<file path="config.mk">
export PLATFORM = sky130hd
export DESIGN_NAME = rx_sp
export DESIGN_NICKNAME = d
export VERILOG_FILES = /design/src/rtl/rx_sp_pkg.sv /design/src/rtl/sync_fifo.sv /design/src/rtl/rx_sp.sv
export SDC_FILE = /design/constraint.sdc
export NUM_CORES = 1
export LEC_CHECK = 0
export BUFFER_PORTS_ARGS = -buffer_cell sky130_fd_sc_hd__buf_2
export CAP_MARGIN = 10
export CORE_MARGIN = 2
export CORE_UTILIZATION = 35
export CTS_CLUSTER_DIAMETER = 40
export DETAILED_ROUTE_END_ITERATION = 8
export PLACE_DENSITY = 0.52
export RECOVER_POWER = 50
export SKIP_LAST_GASP = 1
export SLEW_MARGIN = 0
export SYNTH_ARGS = -nofsm -noshare
export SYNTH_HDL_FRONTEND = slang
export SYNTH_SLANG_ARGS = --single-unit
</file>
<file path="constraint.sdc">
create_clock -name clk -period 10.49 [get_ports clk]
set_clock_uncertainty 0.1 [all_clocks]
set_input_delay 1.5735 -clock clk [delete_from_list [all_inputs] [get_ports clk]]
set_output_delay 1.5735 -clock clk [all_outputs]
set_load 0.005 [all_outputs]
</file>
<file path="src/rtl/rx_sp_pkg.sv">
// Shared constants and types for the receive-side stream splitter.
package rx_sp_pkg;

    localparam logic [15:0] ETH_TYPE_IP  = 16'h0800;
    localparam logic [15:0] ETH_TYPE_ARP = 16'h0806;

    localparam int unsigned DATA_W = 32;
    localparam int unsigned WORD_W = 35;
    localparam int unsigned TAG_W  = 2;

    typedef enum logic [1:0] {
        TAG_IP   = 2'd0,
        TAG_ARP  = 2'd1,
        TAG_DROP = 2'd2
    } tag_e;

    // Data FIFO entry: one 32-bit frame word plus its end-of-frame info.
    typedef struct packed {
        logic              eop;
        logic [1:0]        mod;
        logic [DATA_W-1:0] data;
    } rx_word_t;

    typedef enum logic [1:0] {
        ST_IDLE = 2'd0,
        ST_HI   = 2'd1,
        ST_LO   = 2'd2,
        ST_DROP = 2'd3
    } rd_state_e;

    function automatic tag_e classify(input logic [15:0] etype);
        case (etype)
            ETH_TYPE_IP:  classify = TAG_IP;
            ETH_TYPE_ARP: classify = TAG_ARP;
            default:      classify = TAG_DROP;
        endcase
    endfunction

endpackage

</file>
<file path="src/rtl/sync_fifo.sv">
// Single-clock show-ahead FIFO with a registered used-word count.
module sync_fifo #(
    parameter int unsigned WIDTH = 8,
    parameter int unsigned DEPTH = 16
) (
    input  logic                       clk,
    input  logic                       rst_n,
    input  logic                       push,
    input  logic [WIDTH-1:0]           wr_data,
    input  logic                       pop,
    output logic [WIDTH-1:0]           rd_data_c,
    output logic                       empty_c,
    output logic [$clog2(DEPTH):0]     used
);
    localparam int unsigned AW = (DEPTH > 1) ? $clog2(DEPTH) : 1;
    localparam int unsigned UW = $clog2(DEPTH) + 1;

    logic [WIDTH-1:0] mem [DEPTH];
    logic [AW-1:0]    wr_ptr;
    logic [AW-1:0]    rd_ptr;
    logic             do_push_c;
    logic             do_pop_c;

    always_comb begin
        empty_c   = (used == '0);
        do_push_c = push && (used != UW'(DEPTH));
        do_pop_c  = pop && !empty_c;
        rd_data_c = mem[rd_ptr];
    end

    // Storage carries no reset; only the pointers define what is valid.
    always_ff @(posedge clk) begin
        if (do_push_c) begin
            mem[wr_ptr] <= wr_data;
        end
    end

    always_ff @(posedge clk or negedge rst_n) begin
        if (!rst_n) begin
            wr_ptr <= '0;
            rd_ptr <= '0;
            used   <= '0;
        end else begin
            if (do_push_c) begin
                wr_ptr <= (wr_ptr == AW'(DEPTH - 1)) ? '0 : wr_ptr + AW'(1);
            end
            if (do_pop_c) begin
                rd_ptr <= (rd_ptr == AW'(DEPTH - 1)) ? '0 : rd_ptr + AW'(1);
            end
            used <= used + UW'(do_push_c) - UW'(do_pop_c);
        end
    end

endmodule

</file>
<file path="src/rtl/rx_sp.sv">
// Receive splitter: narrows 32-bit MAC frames to 16-bit beats and routes
// each whole frame to the IP or ARP stream by EtherType, dropping the rest.
module rx_sp
    import rx_sp_pkg::*;
#(
    parameter int unsigned DATA_DEPTH = 32,
    parameter int unsigned TAG_DEPTH  = 4
) (
    input  logic        clk,
    input  logic        rst_n,
    input  logic [31:0] rx_data,
    input  logic        rx_vld,
    input  logic        rx_sop,
    input  logic        rx_eop,
    input  logic [1:0]  rx_mod,
    output logic        rx_rdy,
    output logic [15:0] ip_data,
    output logic        ip_vld,
    output logic        ip_sop,
    output logic        ip_eop,
    output logic        ip_mod,
    input  logic        ip_rdy,
    output logic [15:0] arp_data,
    output logic        arp_vld,
    output logic        arp_sop,
    output logic        arp_eop,
    output logic        arp_mod,
    input  logic        arp_rdy
);
    localparam int unsigned DUW = $clog2(DATA_DEPTH) + 1;
    localparam int unsigned TUW = $clog2(TAG_DEPTH) + 1;

    logic              frame_open;
    logic [2:0]        wcnt;
    logic              start_c;
    logic              in_frame_c;
    logic [2:0]        idx_c;
    logic              tag_push_c;
    tag_e              tag_in_c;
    rx_word_t          wr_word_c;

    logic [WORD_W-1:0] data_rd_c;
    logic              data_empty_c;
    logic [DUW-1:0]    data_used;
    logic [TAG_W-1:0]  tag_rd_c;
    logic              tag_empty_c;
    logic [TUW-1:0]    tag_used;

    rd_state_e         state;
    logic              dest_arp;
    logic              first;
    logic              ip_rdy_ff;
    logic              arp_rdy_ff;
    rx_word_t          head_c;
    logic              sel_rdy_c;
    logic              beat_ok_c;
    logic              hi_last_c;
    logic              data_pop_c;
    logic              tag_pop_c;

    // Write side: frame tracking, word index and tag decision.
    always_comb begin
        start_c    = rx_vld && rx_sop && !frame_open;
        in_frame_c = rx_vld && (frame_open || rx_sop);
        idx_c      = start_c ? 3'd0 : wcnt;
        tag_push_c = in_frame_c && ((idx_c == 3'd3) || (rx_eop && (idx_c < 3'd3)));
        tag_in_c   = (idx_c == 3'd3) ? classify(rx_data[31:16]) : TAG_DROP;
        wr_word_c  = '{eop: rx_eop, mod: rx_mod, data: rx_data};
    end

    always_ff @(posedge clk or negedge rst_n) begin
        if (!rst_n) begin
            frame_open <= 1'b0;
            wcnt       <= 3'd0;
            rx_rdy     <= 1'b0;
        end else begin
            if (in_frame_c) begin
                frame_open <= !rx_eop;
                wcnt       <= (idx_c == 3'd4) ? 3'd4 : idx_c + 3'd1;
            end
            // Margin covers words already in flight behind a registered rdy.
            rx_rdy <= (data_used < DUW'(DATA_DEPTH - 4)) && (tag_used < TUW'(TAG_DEPTH - 1));
        end
    end

    sync_fifo #(.WIDTH(WORD_W), .DEPTH(DATA_DEPTH)) u_data_fifo (
        .clk       (clk),
        .rst_n     (rst_n),
        .push      (in_frame_c),
        .wr_data   (wr_word_c),
        .pop       (data_pop_c),
        .rd_data_c (data_rd_c),
        .empty_c   (data_empty_c),
        .used      (data_used)
    );

    sync_fifo #(.WIDTH(TAG_W), .DEPTH(TAG_DEPTH)) u_tag_fifo (
        .clk       (clk),
        .rst_n     (rst_n),
        .push      (tag_push_c),
        .wr_data   (tag_in_c),
        .pop       (tag_pop_c),
        .rd_data_c (tag_rd_c),
        .empty_c   (tag_empty_c),
        .used      (tag_used)
    );

    // Read side gating: a beat needs data and rdy high on both recent edges.
    always_comb begin
        head_c     = rx_word_t'(data_rd_c);
        sel_rdy_c  = dest_arp ? (arp_rdy_ff && arp_rdy) : (ip_rdy_ff && ip_rdy);
        beat_ok_c  = !data_empty_c && sel_rdy_c;
        hi_last_c  = head_c.eop && (head_c.mod >= 2'd2);
        tag_pop_c  = 1'b0;
        data_pop_c = 1'b0;
        case (state)
            ST_IDLE: tag_pop_c  = !tag_empty_c;
            ST_HI:   data_pop_c = beat_ok_c && hi_last_c;
            ST_LO:   data_pop_c = beat_ok_c;
            ST_DROP: data_pop_c = !data_empty_c;
            default: ;
        endcase
    end

    always_ff @(posedge clk or negedge rst_n) begin
        if (!rst_n) begin
            state      <= ST_IDLE;
            dest_arp   <= 1'b0;
            first      <= 1'b0;
            ip_rdy_ff  <= 1'b0;
            arp_rdy_ff <= 1'b0;
            ip_data    <= 16'h0;
            ip_vld     <= 1'b0;
            ip_sop     <= 1'b0;
            ip_eop     <= 1'b0;
            ip_mod     <= 1'b0;
            arp_data   <= 16'h0;
            arp_vld    <= 1'b0;
            arp_sop    <= 1'b0;
            arp_eop    <= 1'b0;
            arp_mod    <= 1'b0;
        end else begin
            ip_rdy_ff  <= ip_rdy;
            arp_rdy_ff <= arp_rdy;
            ip_vld     <= 1'b0;
            ip_sop     <= 1'b0;
            ip_eop     <= 1'b0;
            ip_mod     <= 1'b0;
            arp_vld    <= 1'b0;
            arp_sop    <= 1'b0;
            arp_eop    <= 1'b0;
            arp_mod    <= 1'b0;
            case (state)
                ST_IDLE: begin
                    if (!tag_empty_c) begin
                        dest_arp <= (tag_e'(tag_rd_c) == TAG_ARP);
                        first    <= 1'b1;
                        state    <= (tag_e'(tag_rd_c) == TAG_DROP) ? ST_DROP : ST_HI;
                    end
                end
                ST_HI: begin
                    if (beat_ok_c) begin
                        if (dest_arp) begin
                            arp_vld  <= 1'b1;
                            arp_sop  <= first;
                            arp_eop  <= hi_last_c;
                            arp_mod  <= hi_last_c && (head_c.mod == 2'd3);
                            arp_data <= head_c.data[31:16];
                        end else begin
                            ip_vld   <= 1'b1;
                            ip_sop   <= first;
                            ip_eop   <= hi_last_c;
                            ip_mod   <= hi_last_c && (head_c.mod == 2'd3);
                            ip_data  <= head_c.data[31:16];
                        end
                        first <= 1'b0;
                        state <= hi_last_c ? ST_IDLE : ST_LO;
                    end
                end
                ST_LO: begin
                    if (beat_ok_c) begin
                        if (dest_arp) begin
                            arp_vld  <= 1'b1;
                            arp_eop  <= head_c.eop;
                            arp_mod  <= head_c.eop && (head_c.mod == 2'd1);
                            arp_data <= head_c.data[15:0];
                        end else begin
                            ip_vld   <= 1'b1;
                            ip_eop   <= head_c.eop;
                            ip_mod   <= head_c.eop && (head_c.mod == 2'd1);
                            ip_data  <= head_c.data[15:0];
                        end
                        state <= head_c.eop ? ST_IDLE : ST_HI;
                    end
                end
                ST_DROP: begin
                    if (!data_empty_c && head_c.eop) begin
                        state <= ST_IDLE;
                    end
                end
                default: state <= ST_IDLE;
            endcase
        end
    end

endmodule

</file>
Yosys cells after proc, flatten, opt, wreduce, memory -nomap -nowiden
Memory sizes are Yosys's and may differ from the RTL's.
Index checks and enable logic that the tools add are counted.
{"block": "totals", "ff_bits": 74, "mem_count": 2, "ram_bits": 1128}
{"name": "u_data_fifo.mem", "depth": 32, "width": 35, "rd": 1, "rd_ports_with_merged_regs": 0, "wr": 1, "line_no": "sync_fifo.sv:18", "text": "logic [WIDTH-1:0] mem [DEPTH];"}
{"name": "u_tag_fifo.mem", "depth": 4, "width": 2, "rd": 1, "rd_ports_with_merged_regs": 0, "wr": 1, "line_no": "sync_fifo.sv:18"}
{"block": "classes", "n_lt_le_gt_ge": 4, "bitwise": 1, "reduce_logical": 35, "n_eq_ne": 25, "mux": 68, "addsub": 9}
{"operator": "16-bit two-way mux", "count": 8}
{"operator": "16-bit case mux with 2 select lines", "count": 2}
{"operator": "1-bit two-way mux", "count": 37}
{"operator": "16-bit by 12-bit equality test with 1-bit output (second input constant)", "count": 2}
{"operator": "1-bit logical AND", "count": 18}
{"operator": "2-bit two-way mux", "count": 9}
{"operator": "2-bit inequality test (second input constant)", "count": 8}
{"operator": "2-bit equality test (second input constant)", "count": 6}
{"operator": "5-bit by 1-bit adder with 5-bit output (second input constant)", "count": 2}
{"operator": "5-bit equality test (second input constant)", "count": 2}
{"operator": "5-bit two-way mux", "count": 2}
{"operator": "1-bit case mux with 2 select lines", "count": 5}
{"operator": "5-bit AND reduction", "count": 2}
{"operator": "2-bit case mux with 4 select lines", "count": 1}
{"operator": "6-bit by 1-bit adder with 6-bit output", "count": 1}
{"operator": "2-bit by 1-bit equality test with 1-bit output (second input constant)", "count": 3}
{"operator": "6-bit zero test", "count": 1}
{"operator": "3-bit by 2-bit < comparator with 1-bit output (second input constant)", "count": 2}
{"operator": "6-bit by 5-bit < comparator with 1-bit output (second input constant)", "count": 1}
{"operator": "3-bit two-way mux", "count": 2}
{"operator": "6-bit inequality test (second input constant)", "count": 1}
{"operator": "6-bit by 1-bit subtractor with 6-bit output", "count": 1}
{"operator": "2-bit by 1-bit adder with 2-bit output (second input constant)", "count": 2}
{"operator": "1-bit zero test", "count": 4}
{"operator": "other kinds (18)", "count": 20}

Logic depth before layout (Yosys ltp)
Gate-level depths: netlist of the first run.
{"block": "logic_depth", "ltp_word": 10, "depth_mapped": 18, "ltp_nobuf": 17}

Modules after synthesis
Synthesis of the first run repeated with hierarchy kept, for this count alone.
{"block": "hier_totals", "cells_unflattened": 2278, "area_unflattened_um2": 46747.3}
{"module": "sync_fifo at u_data_fifo", "seq_area_each_um2": 34032.6, "instances": 1, "cells_each": 1980, "area_each_um2": 43486.7}
{"module": "rx_sp", "seq_area_each_um2": 1276.2, "instances": 1, "cells_each": 250, "area_each_um2": 2514.9}
{"module": "sync_fifo at u_tag_fifo", "seq_area_each_um2": 415.4, "instances": 1, "cells_each": 48, "area_each_um2": 745.7}

Worst setup path after synthesis of the first run
OpenSTA, ideal clock, no wires.
{"block": "synth_timing", "kind": "input -> register", "startpoint": "input port rx_sop", "endpoint": "memory u_data_fifo.mem[15][0] (netlist name) (enable)", "arrival_ns": 3.748, "path_stages": 5, "path_buffers": 0, "path_slack_ns": 6.214, "path_cell_list": "o21ai_1 -> a21o_1 -> clkinv_1 -> nand2_1 -> nor2_1"}
{"block": "synth_via", "elab_chain_cells": 5}
{"element": "start, declared", "line_no": "rx_sp.sv:13", "text": "input logic rx_sop,"}
{"element": "1-bit logical OR", "line_no": "rx_sp.sv:64", "text": "in_frame_c = rx_vld && (frame_open || rx_sop);"}
{"element": "1-bit logical AND", "line_no": "rx_sp.sv:64"}
{"element": "1-bit logical AND", "line_no": "sync_fifo.sv:26", "text": "do_push_c = push && (used != UW'(DEPTH));"}
{"element": "net u_data_fifo.do_push_c", "line_no": "sync_fifo.sv:21", "text": "logic do_push_c;"}
{"element": "1-bit two-way mux", "line_no": "sync_fifo.sv:33", "text": "if (do_push_c) begin"}
{"element": "1-bit two-way mux (not written as such)", "line_no": "sync_fifo.sv:34", "text": "mem[wr_ptr] <= wr_data;"}
{"element": "end, declared", "line_no": "sync_fifo.sv:18"}
The timed path passes the listed nets, and every way through them passes these cells.

==> impl_metrics.yaml, run 1 <==
drt:
  wl_per_cell_um: 27.65
  drcViolationCount: 0
  final_antenna_net_count: 0
  drt_wl_total_um: 115300
  drt_iter0_markers: 2120
  vias: 22088
  firstDrtPassIters: 5
  viasPerCell: 5.296
clock_network:
  ctsResizeCount: 0
  htree_num_levels: 4
  cts_tree: "yes"
  cts_buffer_depth: 3
  cts-buffers-inserted: 154
  cts_setup_buffers: 0
  clkTransAtPathRegs_ns: 0.05
  cts_hold_repair.buffers: 0
  clockRootBuffer: "clkbuf_16"
  clock-sinks: 1202
  clk-insertion-delay-late_ns: 0.75
yosys:
  synthFlopType: "edfxtp_1"
  yosysWarnings: 0
  synth-edff-count: 1128
  yosys.area.top_type: "edfxtp_1"
  syn-num-nets: 2180
  synth_top_area_share_pct: 72.66
  ys_ff_latch: 1202
  synth.area.top_cells: "edfxtp_1 73%, mux4_2 17%, dfrtp_1 4.0%"
  synthesis.area_mm2: 0.04662
  async_flop_share_pct: 6.156
  syn_inst: 2103
  ys_types: 50
  syn_area_per_cell_um2: 22.17
  ys_seq_area_share_pct: 76.63
global_routing:
  grt_pass1_wl_um: 166600
  grt_pass1_vias: 23064
  antenna_found_initial: 6
  grt-ovfl-total: 0
  grt_use_total_pct: 17.14
  grt_max_degree: 95
layout:
  fin_util_pct: 41.41
  mostFrequentLayoutCells: "1128 x edfxtp_1, 342 x mux4_2, 163 x clkbuf_16, 143 x nand2_1, 69 x dfrtp_1"
  syn_to_final_growth_pct: 17.07
  drive_above_1_share_pct: 30.12
  final_common_cell: "edfxtp_1"
  nNetsFinal: 2367
place:
  routabilityCongestion: 0.7440
  dp_slack_ns: 5.148
  dp_hpwl_um: 63250
  portBuffers: 81
setup_path:
  r2r_start: "u_data_fifo.rd_ptr[1]$_DFFE_PN0P_"
  crit_fanout: 54
  worst_path_largest_cell_delay_ns: 2.63
  r2r_cells: 16
  regToRegEndpoint: "u_data_fifo.used[4]$_DFF_PN0_"
  r2r_slack_ns: 5.16
  cp_top_family: "buffers and inverters"
  crit_slowest_cell: "clkbuf_1"
  arrival_ns: 5.01
  path_buf_inv: 2
  endpoint_kind: "asynchronous set/reset pin"
  cp.required_ns: 9.86
  cpMostUsedCell: "clkbuf_1"
  cp-start-kind: "input port"
  worstSetupPathType: "input port to asynchronous set/reset pin"
  crit_chain: "clkbuf_1 > clkbuf_1"
timing:
  maxSlewHeadroom_pct: -144.4
  fmax_mhz: 177.2
  final-max-slew-violation-count: 1031
  final_hold_viol_count: 0
  fin_crit_sh_pct: 53.81
  setup_viol: 0
  period_needed_ns: 5.644
  setup-tns-final_ns: 0
  timing.final.ws_setup_ns: 4.846
  worst_pin_slew_ns: 3.666
  rsz0062_at_grt: "no"
floorplan:
  die_w_um: 369.0
  coreArea_mm2: 0.1318
  rows: 133
  fp.dieArea_mm2: 0.1361
  num_io_pins: 82
  start_util_pct: 35.37
  die_y_um: 369.0
power_and_ir_drop:
  finalPower_mw: 14.90
  p_per_area_mw_per_mm2: 272.9
  ir_drop_v: 0.0001947
  p_leak_nw: 17.56
flow_run:
  maxCapViolCount: 30
run_status:
  outcome: "complete, but fails checks"
  violations: "max-capacitance violations, max-slew violations"
worst_hold_path:
  hold_end: "arp_data[2]$_DFFE_PN0P_"
  worstHoldPathCells: 2
  holdCritPathClass: "register to register"
  min_from: "arp_data[2]$_DFFE_PN0P_"
-- how the worst max path moves through the flow --
stage / start / to / slack [ns] / cells after the start
global placement: u_data_fifo.rd_ptr[1]$_DFFE_PN0P_ / u_data_fifo.used[4]$_DFF_PN0_ / 5.10 / 16
detailed placement: u_data_fifo.rd_ptr[1]$_DFFE_PN0P_ / u_data_fifo.used[4]$_DFF_PN0_ / 5.15 / 16
global route: rst_n / u_data_fifo.rd_ptr[0]$_DFFE_PN0P_ / 3.99 / 2
floorplan: rx_sop / u_data_fifo.mem[15][0]$_DFFE_PP_ / 6.21 / 5
finish: rst_n / u_data_fifo.rd_ptr[0]$_DFFE_PN0P_ / 4.85 / 2
CTS: u_data_fifo.rd_ptr[1]$_DFFE_PN0P_ / u_data_fifo.used[4]$_DFF_PN0_ / 5.12 / 16
-- cell type report --
| type | instances | area [um^2] |
|---|---|---|
| Antenna cell | 2 | 5.005 |
| Clock buffer | 185 | 4182 |
| Clock inverter | 95 | 1121 |
| Fill cell | 11495 | 77220 |
| Inverter | 31 | 116.4 |
| Multi-Input combinational cell | 769 | 10480 |
| Sequential cell | 1202 | 35740 |
| Tap cell | 1755 | 2196 |
| Timing Repair Buffer | 132 | 735.7 |
-- worst min-delay path, delay by kind of cell, from the launching register on --
kind,cells,cell delay [ns]
AO/OA/AOI/OAI,1,0.06
AND/OR/NAND/NOR,1,0.05
flip-flops,1,0.33
-- through the flow --
stage	std cells	hold slack (ns)	area (um^2)
global placement	3889	0.3616	49340
global route	4169	0.4124	54570
floorplan	2103	0.3623	46620
detailed placement	3889	0.3702	49340
finish	4171	0.3792	54580
CTS	4169	0.3822	54640
-- registers in the layout, indices dropped and copies added (netlist names), 3 cells and up --
name,flops
arp_data,16
ip_data,16
u_data_fifo.mem,1120
u_data_fifo.rd_ptr,5
u_data_fifo.used,6
u_data_fifo.wr_ptr,5
u_tag_fifo.mem,8
u_tag_fifo.used,3
wcnt,3
-- report_power, final --
part	internal, mW	switching, mW
Sequential	5.54	0.249
Clock	3.33	2.04
Combinational	1.72	2.02
-- synthesized netlist by cell type (2+ instances only) --
master and instances:
nand3_1 12, nor3_1 6, o21ai_0 15, nor4b_1 2, mux2i_1 2, nor2_1 56
buf_6 6, clkbuf_1 27, a21oi_2 7, a21oi_1 37, o21ai_1 33, nand2_1 143
mux2_2 6, clkinv_1 2, a21o_1 5, buf_1 9, dfrtp_1 74, mux4_1 4
fa_1 2, xor2_1 3, buf_4 26, mux4_2 342, nor3b_1 2, buf_2 33
edfxtp_1 1128, nand2b_1 5, nand3b_1 10, a221oi_1 2, inv_1 29, nand4_1 4
mux2_4 3, and3_1 5, o22ai_1 2, or3_1 3, a32oi_1 3, o31ai_1 2
and2_1 5, xnor2_1 3, ha_1 34
-- logic make-up after synthesis --
family,Yosys count,synth area share (%)
DFF,1202,76.63
muxes,357,17.03
and+or+nand+nor,258,2.394
buffers and inverters,132,1.457
AOI/OAI and AO/OA,112,1.377
adders and majority gates,36,0.9984
xor gates and xnor gates,6,0.1127
-- routing by layer --
layer  routed length [um]  global-route usage, %  vias to the layer above
li1                     -                      -                     9169
met1                50040                  23.87                    12044
met2                56060                  27.71                      709
met3                 6996                  3.114                      164
met4                 2236                  4.725                        2
met5                    8                      0                        -
Power figures use the tool's default switching activity.
==> inputs of run 2 (changes only) <==
clock period = 5.45 ns   (was 10.49 ns; I/O delays follow)
==> run 2 against run 1 <==
The flow still finishes with violations (max-capacitance violations, max-slew violations). Critical path depth grew 13. Design area increased by 1.3%. Via count increased by 1.6%. Worst hold slack worse by 0.28 ns. Power grew 96%. Register-to-register slack got worse by 3.8 ns. Setup slack got worse by 3.5 ns. Core utilization increased by 0.53 points. Sequential power increased by 92%. Global-route usage increased by 0.99 points. First-iteration DRC count grew 9.5%. Wire length rose by 5.6%. Highest routed layer unchanged.
==> impl_metrics.yaml, run 2 (synthesis results as in run 1) <==
clock_network:
  ctsResizeCount: 0
  cts-buffers-inserted: 161
  clockRootBuffer: "clkbuf_16"
  cts_tree: "yes"
  cts_buffer_depth: 3
  cts_setup_buffers: 0
  clock-sinks: 1202
  clk-insertion-delay-late_ns: 0.76
  clkTransAtPathRegs_ns: 0.05
  htree_num_levels: 4
  cts_hold_repair.buffers: 1
global_routing:
  grt_max_degree: 99
  grt_pass1_wl_um: 174100
  antenna_found_initial: 11
  grt-ovfl-total: 0
  grt_pass1_vias: 23710
  grt_use_total_pct: 18.13
layout:
  fillerInstances: 11389
  syn_to_final_growth_pct: 18.56
  mostFrequentLayoutCells: "1128 x edfxtp_1, 342 x mux4_2, 167 x clkbuf_16, 143 x nand2_1, 69 x dfrtp_1"
  nNetsFinal: 2393
  largest_register_ff_count: 1120
  regMostFlops: "u_data_fifo.mem"
  drive_above_1_share_pct: 31.48
  reg_top3: "u_data_fifo.mem (1120), arp_data (16), ip_data (16)"
  final_area_mm2: 0.05527
  final_common_cell: "edfxtp_1"
power_and_ir_drop:
  finalPower_mw: 29.20
  p_per_area_mw_per_mm2: 528.3
  ir_drop_v: 0.0003597
  p_leak_nw: 17.88
place:
  place_area_mm2: 0.04965
  dp_hpwl_um: 67660
  portBuffers: 81
  routabilityCongestion: 0.7517
drt:
  firstDrtPassIters: 5
  viasPerCell: 5.328
  vias: 22432
  drt_iter0_markers: 2321
  final_antenna_net_count: 0
  wl_per_cell_um: 28.94
  drcViolationCount: 0
  drt_wl_total_um: 121900
setup_path:
  cp-start-kind: "register"
  endpoint_kind: "register"
  crit_slowest_cell: "dfrtp_4"
  arrival_ns: 4.71
  crit_chain: "mux4_1 > a32oi_1 > nand4_1 > nand2_1 > o31a_1 > or2_1 > inv_1 > ha_1 > inv_1 > ha_1 > fa_1 > a21oi_1 > nor2_1 > nor2_1 > xnor2_1"
  worstSetupPathType: "register to register"
  worst_path_largest_cell_delay_ns: 0.63
  cp.required_ns: 6.03
  crit_fanout: 21
floorplan:
  num_io_pins: 82
  rows: 133
  coreArea_mm2: 0.1318
  die_y_um: 369.0
  die_w_um: 369.0
  start_util_pct: 35.37
  fp.dieArea_mm2: 0.1361
run_status:
  outcome: "complete, but fails checks"
  violations: "max-capacitance violations, max-slew violations"
worst_hold_path:
  holdCritPathClass: "input port to register"
timing:
  fmax_mhz: 241.9
  rsz0062_at_grt: "no"
  setup_viol: 0
  final_hold_viol_count: 0
  period_needed_ns: 4.133
  maxSlewHeadroom_pct: -110.5
  final-max-slew-violation-count: 145
  worst_pin_slew_ns: 3.157
  setup-tns-final_ns: 0
  fin_crit_sh_pct: 75.84
flow_run:
  maxCapViolCount: 4
-- run 2: cell types whose count changed in the layout (fill, tap and decap cells not counted), sizes merged --
cell	change
dlygate4sd3	+1
bufinv	+6
clkbuf	+2
clkinvlp	+3
buf	+20
diode	+1
inv	+8
clkinv	-2
-- run 2: stage by stage --
step	std cells	setup slack, ns	util [%]	hold slack (ns)
2_1_floorplan	2103	1.930	-	0.3623
3_3_place_gp	3907	1.293	37.67	0.3660
3_5_place_dp	3907	1.245	37.67	0.3702
4_1_cts	4207	1.239	41.98	0.04774
5_1_grt	4207	0.8319	41.93	0.07243
6_report	4210	1.317	41.94	0.1032
-- run 2: final cells by class --
type | instances | area (um^2) | share of cell area, %
multi-input combinational | 769 | 10480 | 18.96
sequential | 1202 | 35740 | 64.66
tap | 1755 | 2196 | 3.973
timing repair buffer | 151 | 1062 | 1.922
clock buffer | 189 | 4272 | 7.728
inverter | 31 | 116.4 | 0.2105
antenna | 3 | 7.507 | 0.01358
clock inverter | 110 | 1399 | 2.531
-- run 2: path summary, 6_finish.rpt --
kind / startpoint / endpoint / slack, ns / cells past startpoint
setup / recovery: u_data_fifo.rd_ptr[0]$_DFFE_PN0P_ / u_data_fifo.used[4]$_DFF_PN0_ / 1.32 / 15
hold reg to reg: ip_data[2]$_DFFE_PN0P_ / ip_data[2]$_DFFE_PN0P_ / 0.38 / 2
hold / removal: arp_rdy / arp_rdy_ff$_DFF_PN0_ / 0.10 / 1
min in group asynchronous: rst_n / ip_data[1]$_DFFE_PN0P_ / 1.54 / 2
setup reg to reg: u_data_fifo.rd_ptr[0]$_DFFE_PN0P_ / u_data_fifo.used[4]$_DFF_PN0_ / 1.32 / 15
max in group asynchronous: rst_n / u_data_fifo.rd_ptr[2]$_DFFE_PN0P_ / 1.42 / 3
-- run 2: per-layer routing --
metal	routed length [um]	global-route usage (%)	part of all wire, %	vias up
met5	36	0	0.030	-
met4	2532	5.330	2.1	6
met3	8912	3.951	7.3	169
met2	58180	28.75	48	830
met1	52190	25.17	43	12188
li1	-	-	-	9239
-- run 2: power breakdown --
| group | leakage (nW) | switching (mW) | internal [mW] | total, mW |
|---|---|---|---|---|
| Combinational | 4.08 | 3.75 | 3.34 | 7.09 |
| Clock | 2.74 | 4.10 | 6.87 | 11.0 |
| Sequential | 11.1 | 0.484 | 10.7 | 11.1 |
-- run 2: worst max-delay path: cells and delay by family, from the launching register on --
kind                       cells  cell delay (ns)
adders and majority gates      3             0.91
buffers and inverters          2             0.13
DFF                            1             0.63
muxes                          1             0.61
xor gates and xnor gates       1             0.12
AOI/OAI and AO/OA              3             0.60
and+or+nand+nor                5             0.93
